File: src/rtl/mem_pkg.sv
// -----------------------------------------------------------------------------
// mem_pkg
//  Shared definitions for the CPU-side memory port arbiter.
//  Contents:
//    MEM_AW / MEM_DW   default byte-address and data widths
//    RAM_RD_LATENCY    RAM read latency in cycles (m_rdata follows m_en by one)
//    STREAK_W          width of the I-starvation streak counter
//    port_id_e         requester identity (instruction fetch / load-store)
// -----------------------------------------------------------------------------
package mem_pkg;

  localparam int unsigned MEM_AW         = 32;
  localparam int unsigned MEM_DW         = 32;
  localparam int unsigned RAM_RD_LATENCY = 1;
  localparam int unsigned STREAK_W       = 4;

  typedef enum logic {
    PORT_I = 1'b0,
    PORT_D = 1'b1
  } port_id_e;

endpackage

File: src/rtl/mem_resp_tracker.sv
// -----------------------------------------------------------------------------
// mem_resp_tracker
//  Remembers which requester owns the read issued to the RAM this cycle and,
//  one cycle later, raises that owner's rvalid while the RAM data is presented.
//  Ports:
//    clk, rst            clock, synchronous active-high reset
//    rd_gnt              a read was issued to the RAM this cycle
//    rd_owner            owner of that read
//    m_rdata             RAM read data (valid the cycle after rd_gnt)
//    i_rvalid, i_rdata   instruction-fetch response
//    d_rvalid, d_rdata   load/store response
//    resp_v, resp_owner  tracker state, exposed for observation
// -----------------------------------------------------------------------------
module mem_resp_tracker
  import mem_pkg::*;
#(
  parameter int unsigned DW = MEM_DW
) (
  input  logic          clk,
  input  logic          rst,
  input  logic          rd_gnt,
  input  port_id_e      rd_owner,
  input  logic [DW-1:0] m_rdata,
  output logic          i_rvalid,
  output logic [DW-1:0] i_rdata,
  output logic          d_rvalid,
  output logic [DW-1:0] d_rdata,
  output logic          resp_v,
  output port_id_e      resp_owner
);

  logic     resp_v_q, resp_v_d;
  port_id_e resp_owner_q, resp_owner_d;

  always_comb begin
    resp_v_d     = rd_gnt;
    resp_owner_d = rd_gnt ? rd_owner : resp_owner_q;
  end

  always_ff @(posedge clk) begin
    if (rst) begin
      resp_v_q     <= 1'b0;
      resp_owner_q <= PORT_I;
    end else begin
      resp_v_q     <= resp_v_d;
      resp_owner_q <= resp_owner_d;
    end
  end

  // Both data outputs carry the RAM data; only the owner's rvalid qualifies it.
  always_comb begin
    i_rvalid   = resp_v_q && (resp_owner_q == PORT_I);
    d_rvalid   = resp_v_q && (resp_owner_q == PORT_D);
    i_rdata    = m_rdata;
    d_rdata    = m_rdata;
    resp_v     = resp_v_q;
    resp_owner = resp_owner_q;
  end

endmodule

File: src/rtl/mem_port_arbiter.sv
// -----------------------------------------------------------------------------
// mem_port_arbiter
//  Shares one single-port synchronous RAM between the instruction-fetch port (I)
//  and the load/store port (D). At most one RAM access per cycle; D wins ties
//  unless it has already won MAX_STREAK consecutive ties, then I is served.
//  Handshake: a requester holds req (and its address/data) until the
//  combinational gnt is seen high in a cycle; that cycle is the accept cycle.
//  For reads, the owner's rvalid is high exactly one cycle after the accept and
//  rdata is only meaningful while that rvalid is high.
//  Ports:
//    clk, rst                              clock, synchronous active-high reset
//    i_req, i_addr, i_gnt                  I read request / accept
//    i_rvalid, i_rdata                     I read response
//    d_req, d_we, d_be, d_addr, d_wdata    D request (read or byte-masked write)
//    d_gnt, d_rvalid, d_rdata              D accept / read response
//    m_en, m_we, m_be, m_addr, m_wdata     RAM command (word address)
//    m_rdata                               RAM read data, one cycle after m_en
// -----------------------------------------------------------------------------
module mem_port_arbiter
  import mem_pkg::*;
#(
  parameter int unsigned AW         = MEM_AW,
  parameter int unsigned DW         = MEM_DW,
  parameter int unsigned MAX_STREAK = 4
) (
  input  logic            clk,
  input  logic            rst,
  input  logic            i_req,
  input  logic [AW-1:0]   i_addr,
  output logic            i_gnt,
  output logic            i_rvalid,
  output logic [DW-1:0]   i_rdata,
  input  logic            d_req,
  input  logic            d_we,
  input  logic [DW/8-1:0] d_be,
  input  logic [AW-1:0]   d_addr,
  input  logic [DW-1:0]   d_wdata,
  output logic            d_gnt,
  output logic            d_rvalid,
  output logic [DW-1:0]   d_rdata,
  output logic            m_en,
  output logic            m_we,
  output logic [DW/8-1:0] m_be,
  output logic [AW-3:0]   m_addr,
  output logic [DW-1:0]   m_wdata,
  input  logic [DW-1:0]   m_rdata
);

  localparam logic [STREAK_W-1:0] STREAK_MAX = STREAK_W'(MAX_STREAK);

  logic [STREAK_W-1:0] streak_q, streak_d;
  logic                max_hit;
  port_id_e            rd_owner;
  logic                resp_v;
  port_id_e            resp_owner;

  // Byte-offset bits never reach the RAM; alignment is the requester's job.
  logic unused_addr_lsbs;
  assign unused_addr_lsbs = ^{i_addr[1:0], d_addr[1:0], resp_v, resp_owner};

  // Grant: D has priority unless I has been passed over MAX_STREAK times.
  always_comb begin
    max_hit = (streak_q == STREAK_MAX);
    d_gnt   = !rst && d_req && !(i_req && max_hit);
    i_gnt   = !rst && i_req && !d_gnt;
  end

  // Streak counts consecutive D grants that made a waiting I lose; it resets
  // as soon as I is served or stops asking, and saturates at MAX_STREAK.
  always_comb begin
    streak_d = streak_q;
    if (i_gnt || !i_req) begin
      streak_d = '0;
    end else if (d_gnt && !max_hit) begin
      streak_d = streak_q + STREAK_W'(1);
    end
  end

  always_ff @(posedge clk) begin
    if (rst) begin
      streak_q <= '0;
    end else begin
      streak_q <= streak_d;
    end
  end

  // RAM command mux from whichever port holds the grant.
  always_comb begin
    m_en     = 1'b0;
    m_we     = 1'b0;
    m_be     = '0;
    m_addr   = '0;
    m_wdata  = '0;
    rd_owner = PORT_I;
    if (d_gnt) begin
      m_en     = 1'b1;
      m_we     = d_we;
      m_be     = d_we ? d_be : '0;
      m_addr   = d_addr[AW-1:2];
      m_wdata  = d_wdata;
      rd_owner = PORT_D;
    end else if (i_gnt) begin
      m_en     = 1'b1;
      m_addr   = i_addr[AW-1:2];
    end
  end

  mem_resp_tracker #(
    .DW (DW)
  ) u_resp_tracker (
    .clk        (clk),
    .rst        (rst),
    .rd_gnt     (m_en && !m_we),
    .rd_owner   (rd_owner),
    .m_rdata    (m_rdata),
    .i_rvalid   (i_rvalid),
    .i_rdata    (i_rdata),
    .d_rvalid   (d_rvalid),
    .d_rdata    (d_rdata),
    .resp_v     (resp_v),
    .resp_owner (resp_owner)
  );

endmodule

File: config.mk
export PLATFORM = sky130hd
export DESIGN_NAME = mem_port_arbiter
export DESIGN_NICKNAME = d
export VERILOG_FILES = /design/src/rtl/mem_pkg.sv /design/src/rtl/mem_resp_tracker.sv /design/src/rtl/mem_port_arbiter.sv
export SDC_FILE = /design/constraint.sdc
export NUM_CORES = 1
export LEC_CHECK = 0
export BUFFER_PORTS_ARGS = -buffer_cell sky130_fd_sc_hd__clkbuf_2
export CORE_AREA = 3 3 106 108
export CTS_CLUSTER_DIAMETER = 100
export DETAILED_ROUTE_END_ITERATION = 10
export DIE_AREA = 0 0 109 111
export GPL_TIMING_DRIVEN = 0
export PLACE_DENSITY = 0.5
export SYNTH_ARGS = -nofsm -noshare
export SYNTH_HDL_FRONTEND = slang
export SYNTH_SLANG_ARGS = --single-unit
File: constraint.sdc
create_clock -name clk -period 2 [get_ports clk]
set_input_delay 0.2 -clock clk [delete_from_list [all_inputs] [get_ports clk]]
set_output_delay 0.2 -clock clk [all_outputs]
set_load 0.01 [all_outputs]
# == Word-level counts from Yosys, hierarchy flattened ==
# Index checks and enable logic that the tools add are counted.
# op_classes
eq_ne,1
reduce_logical,17
n_bitwise,1
n_mux,9
addsub,1
# op_table
op,count
$mux 30,2
$mux 32,1
$logic_and 1x1->1,9
$mux 4,2
$logic_not 1->1,6
$add 4x1->4 const B,1
$eq 4x3->1 const B,1
$mux 1,4
$reduce_or 2->1,1
$logic_or 1x1->1,1
$not 1->1,1
# word_totals
register_bits,6
out_inout_bits,136
inputBits,137
word_cells,32

# == Longest topological paths before layout ==
# Gate-level depths: netlist of the first run.
# logic_depth
word_depth,9
mapped_depth,7
depth_no_buf,5

# == By module ==
# A second synthesis of the first run with hierarchy kept.
# unflattened
cells_unflattened,174
hier_area_um2,1321.3
# modules_own_cells
mod,cells_each,area_each_um2,seq_area_each_um2,n_inst
mem_port_arbiter,103,768.2,80.1,1
mem_resp_tracker,71,553.0,40.0,1

# == Worst setup path after synthesis of the first run ==
# Ideal clock, no wire load.
# synth_path
kind,register to output
from,register streak_q[0]
to,output m_wdata[22]
required_ns,1.800
t_arrival_ns,1.358
path_buffers,1
slack_ns,0.442
path_stages_with_launch,7
path_cell_list,dfxtp_1 -> inv_1 -> ha_1 -> nand3b_4 -> o211a_4 -> clkbuf_1 -> and2_1
# synth_via
elab_chain_len,5
# synth_rtl
item,line_no,source
start: declaration,mem_port_arbiter.sv:51,"logic [STREAK_W-1:0] streak_q, streak_d;"
start signal: assignment,mem_port_arbiter.sv:83,streak_q <= streak_d;
$eq 4x3->1,mem_port_arbiter.sv:63,max_hit = (streak_q == STREAK_MAX);
$logic_and 1x1->1,mem_port_arbiter.sv:64,d_gnt = !rst && d_req && !(i_req && max_hit);
$logic_not 1->1,mem_port_arbiter.sv:64,
$logic_and 1x1->1,mem_port_arbiter.sv:64,
via d_gnt,mem_port_arbiter.sv:38,"output logic d_gnt,"
$mux 32,mem_port_arbiter.sv:95,if (d_gnt) begin
end: declaration,mem_port_arbiter.sv:45,"output logic [DW-1:0] m_wdata,"
# The timed path passes the listed nets, and every way through them passes these cells.

# == Worst setup path after layout of the first run ==
# layout_path
from,register streak_q[0]
to,output m_addr[13]
# layout_via
elab_chain_len,8
# layout_rtl
item,line_no,source
$eq 4x3->1 *,mem_port_arbiter.sv:63,
$logic_and 1x1->1 *,mem_port_arbiter.sv:64,
$logic_not 1->1 *,mem_port_arbiter.sv:64,
$logic_and 1x1->1 *,mem_port_arbiter.sv:64,
$logic_not 1->1,mem_port_arbiter.sv:65,i_gnt = !rst && i_req && !d_gnt;
$logic_and 1x1->1,mem_port_arbiter.sv:65,
$mux 30,mem_port_arbiter.sv:102,end else if (i_gnt) begin
$mux 30 *,mem_port_arbiter.sv:95,
end: declaration,mem_port_arbiter.sv:44,"output logic [AW-3:0] m_addr,"
# Every way passes the cells marked *; elsewhere a longest branch is shown, timed or not.

==> results.md, run 1 <==
* Synthesized Nets at ~310
* Unique masters post-synth at 22
* FF-to-FF End: u_resp_tracker.resp_v$_SDFF_PP0_
* Worst vdd ir at roughly 0.16 mV
* Unrepaired setup endpoints after global routing: no
* Hold crit path type: in2reg
* Die area at roughly 12000 sq um
* Routability Congestion at a little over 0.7
* CTS tree: done
* Cells after Synth at ~170
* P_leak at approximately 1.8 nW
* Critical path's top delay family: compound AO/OA/AOI/OAI gates
* CP Class: reg2out
* Clock Skews at ~1.1 ps
* CP Data Arrival Time at roughly 1700 ps
* Initial antenna violation count at 0
* Worst Path Max Fanout at 10
* Max Transition Viols Final at 0
* Final nets at approximately 560
* Endpoints failing setup at 0
* Slowest cell on crit path: dfxtp_2
* Mapped Area at roughly 1300 sq um
* Drt drc at 0
* Crit path from: streak_q[0]$_SDFFE_PP0P_
* CTS clock-pin slew for the worst setup and hold paths at around 30 ps
* CTS sink count at 6
* Rows at 37
* Max incr delay on CP at roughly 330 ps
* Gr usage total at between 7 and 8%
* CTS H-Tree Depth at 1
* F_max at around 520 MHz
* Area added between synthesis and finish at 111%
* 1st-iter DRT viols at 26
* Antenna viol nets, final at 0
* Root Buffer: clkbuf_8
* Max cap viols at 0
* CP Launch Type: flip-flop
* Number of port buffers at ~240
* Hold_buf cts at 0
* Setup crit end kind: output pin
* Worst-Skew Late Latency at approximately 220 ps
* Core Area at slightly above 10000 sq um
* Vias in the first global route at ~2000
* CP required at 1800 ps
* TritonCTS buffer count at 3
* Power Density at between 200 and 300 nW/um^2
* Largest net degree at the start of global routing at 11
* Deepest clock path buffer count at 2
* First-pass GRT wire length at 8080 microns
* Initial core utilization at between 10% and 20%
* Status: complete, no violations
* Reg-to-reg critical path startpoint: streak_q[0]$_SDFFE_PP0P_
* Worst slack at placement at -46.3 ps
* Bufs and invs on worst path at 3
* Placed cell area at 2700 sq um
* Die X at between 100 and 150 microns
* Final Cell Area at ~2800 sq um
* R2r setup slk at between 600 and 700 ps
* Register bit count reported by yosys at 6
* Slew HR at 87.4%
* TritonRoute pass-1 iters at 4
* Height of the die at 111 microns
* Worst path cell trace: inv_2 -> ha_4 -> nand3b_4 -> o211a_4 -> buf_4 -> a22o_1 -> clkbuf_2
* Min Tclk post-route at around 1900 ps
* Post-synthesis sequential area ratio at between 8 and 9%
* Fin crit share at between 90% and 100%
* Synthesis Warnings at 0
* Total power at between 800 and 900 uW
* GRT overflow at 0
* Stages on worst setup path at 7
* Vias per Instance at 3.66
* Reg2reg path depth at 6
* Count of final hold-check violations at 0
* N_diodes at 0
* Post-detailed-routing wire length at 5750 microns
* Post-Synthesis Mean Instance Area at between 7 and 8 sq um
* HPWL after detailed placement at 5320 microns
* Least-Margin Pin Slew at between 150 and 200 ps
* Layout cells sized above 1 at between 70% and 80%
* Crit path to: m_addr[13]
* Vias at 2024
* Setup ws final at 91.7 ps
* I/O pin count at about 270
* WL per Instance at 10.4 microns
==> flip-flops by register name, summed over array words and instances (netlist names) <==
register and flops:
u_resp_tracker.resp_owner 1, u_resp_tracker.resp_v 1, streak_q 4
==> worst reg2reg max path, delay by kind of cell (launching register included) <==
family                   cells  cell delay, ps
buffers and inverters        2             260
AND/OR/NAND/NOR              1             100
flip-flops                   1             330
AO/OA/AOI/OAI                2             490
adder cells (fa/ha/maj)      1             130
==> worst min path at each step <==
stage | slack (ps) | end | start | depth (start not counted)
floorplan | 280 | u_resp_tracker.resp_owner$_SDFFE_PP0P_ | rst | 1
global placement | 440 | u_resp_tracker.resp_owner$_SDFFE_PP0P_ | rst | 2
detailed placement | 440 | u_resp_tracker.resp_owner$_SDFFE_PP0P_ | rst | 2
CTS | 230 | u_resp_tracker.resp_owner$_SDFFE_PP0P_ | rst | 2
global route | 240 | u_resp_tracker.resp_owner$_SDFFE_PP0P_ | rst | 2
finish | 230 | u_resp_tracker.resp_owner$_SDFFE_PP0P_ | rst | 2
==> layout make-up <==
class                   count  area [sq um]
fillers                  1110          7480
plain buffers              74           577
repair buffers            240          1230
clock buffers               3          41.3
inverters                   6          22.5
multi-input cells          88           678
well taps                 136           170
flip-flops and latches      6           123
==> synth_stat cells <==
cell	count	area share, %
buf_4	67	37
and2_1	34	16
a22o_1	30	20
dfxtp_1	6	8.9
inv_1	6	1.7
nor2_1	6	1.7
and3_1	4	1.9
clkbuf_1	3	0.84
a21oi_1	2	0.74
buf_2	2	0.74
buf_6	2	1.7
ha_1	2	1.9
a211oi_2	1	0.93
a21boi_0	1	0.56
nand3_1	1	0.37
nand3b_4	1	1.5
nand4_1	1	0.47
nor2b_1	1	0.47
nor3_1	1	0.37
o211a_4	1	1.3
xnor2_1	1	0.65
xor2_1	1	0.65
==> metal layers <==
| metal | wire length (microns) | GRT usage (%) | vias to the layer above |
|---|---|---|---|
| li1 | - | - | 1008 |
| met1 | 1870 | 7.19 | 855 |
| met2 | 3100 | 17.6 | 158 |
| met3 | 747 | 0.990 | 3 |
| met4 | 34 | 1.77 | 0 |
| met5 | 0 | 0 | - |
==> where the power goes <==
group,internal [mW],leakage [nW],switching (mW),total (mW)
clock,0.129,0.0216,0.0503,0.179
sequential,0.124,0.0499,0.00234,0.127
combinational,0.305,1.70,0.219,0.524
==> through the flow <==
step           TNS (ps)  cells  hold WS (ps)  utilization, %
6_report              0    553           234            27.5
5_1_grt               0    553           244            27.5
4_1_cts           -7.83    551           232            26.9
3_5_place_dp       -447    546           442            26.1
3_3_place_gp       -254    546           442            26.1
2_1_floorplan         0    174           279               -
==> layout by cell type, fill, tap and decap left out <==
master       n
clkbuf_2   238
buf_4       70
and2_1      33
a22o_1      30
nor2_1       6
inv_1        4
and3_1       4
dfxtp_1      4
buf_6        3
clkbuf_8     3
inv_2        2
buf_8        2
a21oi_1      2
dfxtp_2      2
nand3b_4     1
o211a_4      1
and2_4       1
a211oi_4     1
nor2b_1      1
nand4_1      1
xnor2_1      1
nand3_1      1
xor2_1       1
nor3_1       1
a21boi_0     1
ha_4         1
ha_1         1
clkbuf_16    1
==> cells by family (layout without fill, tap and decap cells) <==
kind of cell	after synthesis	after routing	synth area share [%]
AO/OA/AOI/OAI	35	35	23.1
XOR/XNOR	2	2	1.30
adder cells (fa/ha/maj)	2	2	1.86
buffers and inverters	80	323	42.3
flip-flops	6	6	8.93
AND/OR/NAND/NOR	49	49	22.5
==> what timing repair did <==
item / 4_1_cts / 5_1_grt
gates resized for setup: 11 / 10
setup endpoints to repair: 59 / 66
pin swaps: 3 / 2
cloned: 0 / 1
setup buffers: 2 / 1
Power figures use the tool's default switching activity.
==> run 2, diff against run 1 <==
--- a/config.mk
+++ b/config.mk
@@ -12,6 +12,8 @@
 export DIE_AREA = 0 0 109 111
 export GPL_TIMING_DRIVEN = 0
 export PLACE_DENSITY = 0.5
+export RECOVER_POWER = 50
+export SETUP_SLACK_MARGIN = 0.02
 export SYNTH_ARGS = -nofsm -noshare
 export SYNTH_HDL_FRONTEND = slang
 export SYNTH_SLANG_ARGS = --single-unit
==> run 2 against run 1 <==
Effect of this change: register-to-register slack about the same; clock skew about the same; global-route usage about the same; non-clock buffer count up 2; power down 2.3%; hold slack better by 4.1 ps; utilization down 0.74 points; highest routed layer unchanged; die area unchanged.
==> results.md, run 2 (synthesis results as in run 1) <==
* P_leak at 1.58 nW (-11%)
* CP Class: reg2out
* Gr usage total at 7.98% (-0.012 points)
* Commonest cells after routing, fill and taps aside: 170 x clkbuf_2, 72 x buf_4, 67 x clkbuf_1
* Largest net degree at the start of global routing at 11 (unchanged)
* Largest Register: streak_q
* R2r setup slk at 630 ps (about the same)
* Fin crit share at 95.3% (-0.16 points)
* Die X at 109 microns (unchanged)
* Initial antenna violation count at 0 (unchanged)
* CP required at 1800 ps (about the same)
* Routability Congestion at 0.724 (unchanged)
* Endpoints failing setup at 0 (unchanged)
* Placed cell area at 2700 sq um (unchanged)
* Hold path depth at 2 (unchanged)
* First-pass GRT wire length at 8070 microns (-0.16%)
* Post-detailed-routing wire length at 5800 microns (+0.92%)
* TritonCTS buffer count at 3 (unchanged)
* Setup TNS at 0 ps (unchanged)
* Vias in the first global route at 1951 (-0.26%)
* Min Tclk post-route at 1910 ps (-3.25 ps)
* HPWL after detailed placement at 5320 microns (unchanged)
* CP Launch Type: flip-flop
* TritonRoute pass-1 iters at 3 (-1)
* CP Data Arrival Time at 1710 ps (about the same)
* Initial core utilization at 13.0% (unchanged)
* Hold crit path type: in2reg
* Antenna viol nets, final at 0 (unchanged)
* Status: complete, no violations
* Rows at 37 (unchanged)
* 1st-iter DRT viols at 23 (-12%)
* Worst Hold Path EP: u_resp_tracker.resp_owner$_SDFFE_PP0P_
* GRT overflow at 0 (unchanged)
* Max Transition Viols Final at 0 (unchanged)
* Vias per Instance at 3.66 (+0.13%)
* Root Buffer: clkbuf_8
* WL per Instance at 10.5 microns (+0.56%)
* Unrepaired setup endpoints after global routing: no
* Least-Margin Pin Slew at 189 ps (+1.05 ps)
* Layout cells sized above 1 at 62.3% (-16 points)
* Vias at 2034 (+0.49%)
* Final nets at 560 (+0.36%)
* Reg2reg path depth at 6 (unchanged)
* Slew HR at 87.4% (about the same)
* CTS sink count at 6 (unchanged)
* Setup crit end kind: output pin
* Area added between synthesis and finish at 105%
* Deepest clock path buffer count at 2 (unchanged)
* Reg-to-reg critical path startpoint: streak_q[0]$_SDFFE_PP0P_
* Bufs and invs on worst path at 3 (unchanged)
* F_max at 525 MHz (+0.17%)
* Hold_sp: rst
* Worst path cell trace: inv_2 -> ha_4 -> nand3b_4 -> o211a_4 -> buf_4 -> a22o_1 -> clkbuf_2
* Worst Path Max Fanout at 10 (unchanged)
* Core Area at 10300 sq um (unchanged)
* CTS clock-pin slew for the worst setup and hold paths at 30 ps (about the same)
* Max incr delay on CP at 330 ps (about the same)
* Max cap viols at 0 (unchanged)
* I/O pin count at 273 (unchanged)
* Max reg flops at 4 (unchanged)
* Clock Skews at 0.920 ps (-0.136 ps)
* Number of port buffers at 236 (unchanged)
* Count of final hold-check violations at 0 (unchanged)
* CTS tree: done
* CTS H-Tree Depth at 1 (unchanged)
* N_diodes at 0 (unchanged)
* Die area at 12100 sq um (unchanged)
* Power Density at 293 nW/um^2 (+0.43%)
* Most common cell after layout, fill and taps aside: clkbuf_2
* Drt drc at 0 (unchanged)
* Height of the die at 111 microns (unchanged)
* Critical path's top delay family: compound AO/OA/AOI/OAI gates
* Worst-Skew Late Latency at 220 ps (about the same)
* Slowest cell on crit path: dfxtp_2
* FF-to-FF End: u_resp_tracker.resp_v$_SDFF_PP0_
* Worst vdd ir at 0.160 mV (-1.9%)
* Final Cell Area at 2760 sq um (-2.7%)
## run 2: where the power goes
part | internal [mW] | leakage, nW | switching (mW)
clock | 0.129 | 0.0216 | 0.0501
sequential | 0.124 | 0.0499 | 0.00232
combinational | 0.286 | 1.51 | 0.219
total | 0.540 | 1.58 | 0.271
## run 2: layout make-up
cell class | instances | area [sq um]
Inverter | 6 | 22.5
Multi-Input combinational cell | 88 | 678
Sequential cell | 6 | 123
Tap cell | 136 | 170
Clock buffer | 3 | 41.3
Fill cell | 1153 | 7560
Timing Repair Buffer | 242 | 1160
Buffer | 74 | 569
## run 2: worst max-delay path by stage
stage / startpoint / endpoint / slack (ps) / depth (start not counted)
CTS: streak_q[1]$_SDFFE_PP0P_ / m_wdata[17] / 50 / 8
floorplan: streak_q[0]$_SDFFE_PP0P_ / m_wdata[22] / 440 / 6
global route: streak_q[0]$_SDFFE_PP0P_ / m_addr[15] / 10 / 7
global placement: streak_q[0]$_SDFFE_PP0P_ / m_addr[21] / -30 / 7
detailed placement: streak_q[0]$_SDFFE_PP0P_ / m_addr[5] / -50 / 7
finish: streak_q[0]$_SDFFE_PP0P_ / m_addr[13] / 90 / 7
## run 2: timing repair
action,in CTS,in global routing
setup buffers,2,3
cloned,0,1
pin swaps,3,2
hold endpoints to repair,0,0
resized for setup,15,5
setup endpoints to repair,63,48
hold buffers,0,0
## run 2: per-stage QoR
| step | util, % | hold WS, ps | power (mW) | setup WS, ps | std cells |
|---|---|---|---|---|---|
| after floorplan | - | 279 | 0.395 | 442 | 174 |
| after global placement | 26.1 | 442 | 0.641 | -31.2 | 546 |
| after detailed placement | 26.1 | 442 | 0.643 | -46.3 | 546 |
| after CTS | 27.1 | 232 | 0.841 | 45.1 | 551 |
| after global routing | 26.8 | 244 | 0.878 | 14.9 | 555 |
| final | 26.8 | 238 | 0.811 | 95.0 | 555 |
## run 2: worst register-to-register path: stages (launching register included)
cell and delay (ps):
dfxtp_2 330, inv_2 70, ha_4 140, nand3b_4 100, o211a_4 310, clkbuf_2 190
a21boi_0 180
## run 2: routing by layer
metal / GRT usage [%] / vias to the layer above / wire length [microns]
met2: 17.6 / 158 / 3120
met3: 0.990 / 3 / 739
met1: 7.19 / 862 / 1910
met4: 1.77 / 0 / 34
met5: 0 / - / 0
li1: - / 1011 / -
==> run 3, diff against run 2 <==
--- a/config.mk
+++ b/config.mk
@@ -8,6 +8,7 @@
 export BUFFER_PORTS_ARGS = -buffer_cell sky130_fd_sc_hd__clkbuf_2
 export CORE_AREA = 3 3 106 108
 export CTS_CLUSTER_DIAMETER = 100
+export CTS_CLUSTER_SIZE = 28
 export DETAILED_ROUTE_END_ITERATION = 10
 export DIE_AREA = 0 0 109 111
 export GPL_TIMING_DRIVEN = 0
==> constraint.sdc (replaced) <==
create_clock -name clk -period 1.97 [get_ports clk]
set_input_delay 0.197 -clock clk [delete_from_list [all_inputs] [get_ports clk]]
set_output_delay 0.197 -clock clk [all_outputs]
set_load 0.01 [all_outputs]
==> run 3 against run 2 <==
Effect of this change: non-clock buffer count up 5; setup slack worse by 5.7 ps; global-route usage up 0.30 points; sequential cell count unchanged; combinational power up 5.3%.
==> results.md, run 3 (synthesis results as in run 1) <==
* Seq pwr share at 15.2% (-0.4 points)
* F_max at ~530 MHz
* TritonCTS buffer count at 3 (unchanged)
* CP Launch Type: flip-flop
* TritonRoute pass-1 iters at 4 (+1)
* R2r setup slk at 620 ps (about the same)
* Worst vdd ir at 0.161 mV (+0.29%)
* Deepest clock path buffer count at 2 (unchanged)
* FF-to-FF End: u_resp_tracker.resp_v$_SDFF_PP0_
* WL per Instance at 10.8 microns (+3.4%)
* Max reg flops at 4 (unchanged)
* Hold crit path type: in2reg
* Sw frac at 33.3% (-0.16 points)
* Count of final hold-check violations at 0 (unchanged)
* Hold WS at 235 ps (-3.25 ps)
* Rows at 37 (unchanged)
* Hold path depth at 2 (unchanged)
* Post-detailed-routing wire length at 6060 microns (+4.3%)
* Worst Hold Path EP: u_resp_tracker.resp_owner$_SDFFE_PP0P_
* I/O pin count at 273 (unchanged)
* Die X at 109 microns (unchanged)
* Final nets at 565 (+0.89%)
* Power Density at 294 nW/um^2 (about the same)
* CP required at 1770 ps (-30 ps)
* Core Area at 10300 sq um (unchanged)
* Endpoints failing setup at 0 (unchanged)
* Hold_buf cts at 0 (unchanged)
* Setup TNS at 0 ps (unchanged)
* CTS H-Tree Depth at 1 (unchanged)
* CTS tree: done
* Min Tclk post-route at between 1500 and 2000 ps
* HPWL after detailed placement at 5320 microns (unchanged)
* Max cap viols at 0 (unchanged)
* N_diodes at 0 (unchanged)
* Commonest cells after routing, fill and taps aside: 164 x clkbuf_2, 73 x buf_4, 67 x clkbuf_1
* Fin crit share at a little over nine tenths
* Status: complete, no violations
* Largest Register: streak_q
* P_leak at 1.62 nW (+2.8%)
* Drt drc at 0 (unchanged)
* Unrepaired setup endpoints after global routing: yes
* Clock power share at 21.7% (-0.4 points)
* Clock Skews at 0.790 ps (-0.130 ps)
* Gr usage total at 8.27% (+0.30 points)
* 1st-iter DRT viols at 36 (+57%)
* CP Data Arrival Time at 1680 ps (-30 ps)
* CP Class: reg2out
* Worst Path Max Fanout at 8 (-2)
* Max Transition Viols Final at 0 (unchanged)
* Most frequent CP cell: buf_6
* Cell Int Power at 562 uW (+4.1%)
* CTS sink count at 6 (unchanged)
* Root Buffer: clkbuf_8
* Slowest cell on crit path: dfxtp_2
* Layout cells sized above 1 at 63.9% (+1.6 points)
* CTS clock-pin slew for the worst setup and hold paths at 30 ps (about the same)
* Die area at 12100 sq um (unchanged)
* Combinational power share at 63.1% (+0.8 points)
* Setup crit end kind: output pin
* Vias at 2069 (+1.7%)
* GRT overflow at 0 (unchanged)
* Crit path from: streak_q[1]$_SDFFE_PP0P_
* Reg-to-reg critical path startpoint: streak_q[1]$_SDFFE_PP0P_
* Initial antenna violation count at 0 (unchanged)
* Vias in the first global route at 1982 (+1.6%)
* Initial core utilization at 13.0% (unchanged)
* Vias per Instance at 3.69 (+0.81%)
* Slew HR at 75.7% (-12 points)
* Antenna viol nets, final at 0 (unchanged)
* # fillers at 1145 (-0.69%)
* Worst path cell trace: inv_2 -> ha_4 -> nand3b_4 -> o211a_4 -> buf_8 -> buf_6 -> and2_4 -> buf_6
* Routability Congestion at 0.724 (unchanged)
* Reg2reg path depth at 6 (unchanged)
* Number of port buffers at 236 (unchanged)
* Height of the die at 111 microns (unchanged)
* Hold_sp: rst
* Least-Margin Pin Slew at 365 ps (+176 ps)
* Max incr delay on CP at 320 ps (about the same)
* Largest net degree at the start of global routing at 11 (unchanged)
* First-pass GRT wire length at 8330 microns (+3.2%)
* Switch Pwr at 280 uW (+3.4%)
* Most common cell after layout, fill and taps aside: clkbuf_2
* Worst-Skew Late Latency at 220 ps (about the same)
* Area added between synthesis and finish at 113%
run 3: power by group through the flow:
| stage | Clock, mW | Sequential, mW | Combinational (mW) |
|---|---|---|---|
| global route | 0.199 | 0.128 | 0.583 |
| floorplan | 0 | 0.129 | 0.272 |
| finish | 0.182 | 0.128 | 0.532 |
| CTS | 0.190 | 0.128 | 0.539 |
| detailed placement | 0 | 0.130 | 0.523 |
| global placement | 0 | 0.130 | 0.521 |
run 3: worst max-delay path, delay by kind of cell (launching register included):
family	cells	cell delay, ps
buf+inv	4	440
flops	1	320
compound gates	1	320
fa+ha+maj	1	130
simple gates	2	250
run 3: metal layers:
| metal | up-vias | global-route usage (%) | part of all wire [%] |
|---|---|---|---|
| met3 | 3 | 0.990 | 12 |
| li1 | 1024 | - | - |
| met5 | - | 0 | 0 |
| met4 | 0 | 1.77 | 0.51 |
| met2 | 160 | 18.3 | 55 |
| met1 | 882 | 7.47 | 33 |
run 3: how the worst max path moves through the flow:
stage	endpoint	depth (start not counted)
2_1_floorplan	m_wdata[22]	6
6_report	m_wdata[15]	8
3_5_place_dp	m_addr[5]	7
3_3_place_gp	m_addr[21]	7
4_1_cts	m_addr[13]	7
5_1_grt	m_addr[25]	7
run 3: metrics by stage:
step	power [mW]	setup slack (ps)	instance area, sq um	util [%]	cells
2_1_floorplan	0.401	415	1350	-	174
3_3_place_gp	0.651	-58.2	2700	26.1	546
3_5_place_dp	0.653	-73.3	2700	26.1	546
4_1_cts	0.857	20.2	2830	27.4	556
5_1_grt	0.910	2.84	2870	27.8	560
6_report	0.842	89.2	2870	27.8	560
run 3: layout make-up:
cell class,instances,area [sq um],share of cell area [%]
clock buffer,3,41.3,1.44
buffer,74,583,20.3
timing repair buffer,247,1240,43.2
tap,136,170,5.93
multi-input combinational,88,691,24.1
sequential,6,123,4.27
inverter,6,22.5,0.785
run 3: timing repair:
action | CTS | global route
cloned | 1 | 2
setup endpoints to repair | 69 | 52
buffers inserted | 6 | 2
pin swaps | 2 | 1
gates resized for setup | 14 | 28
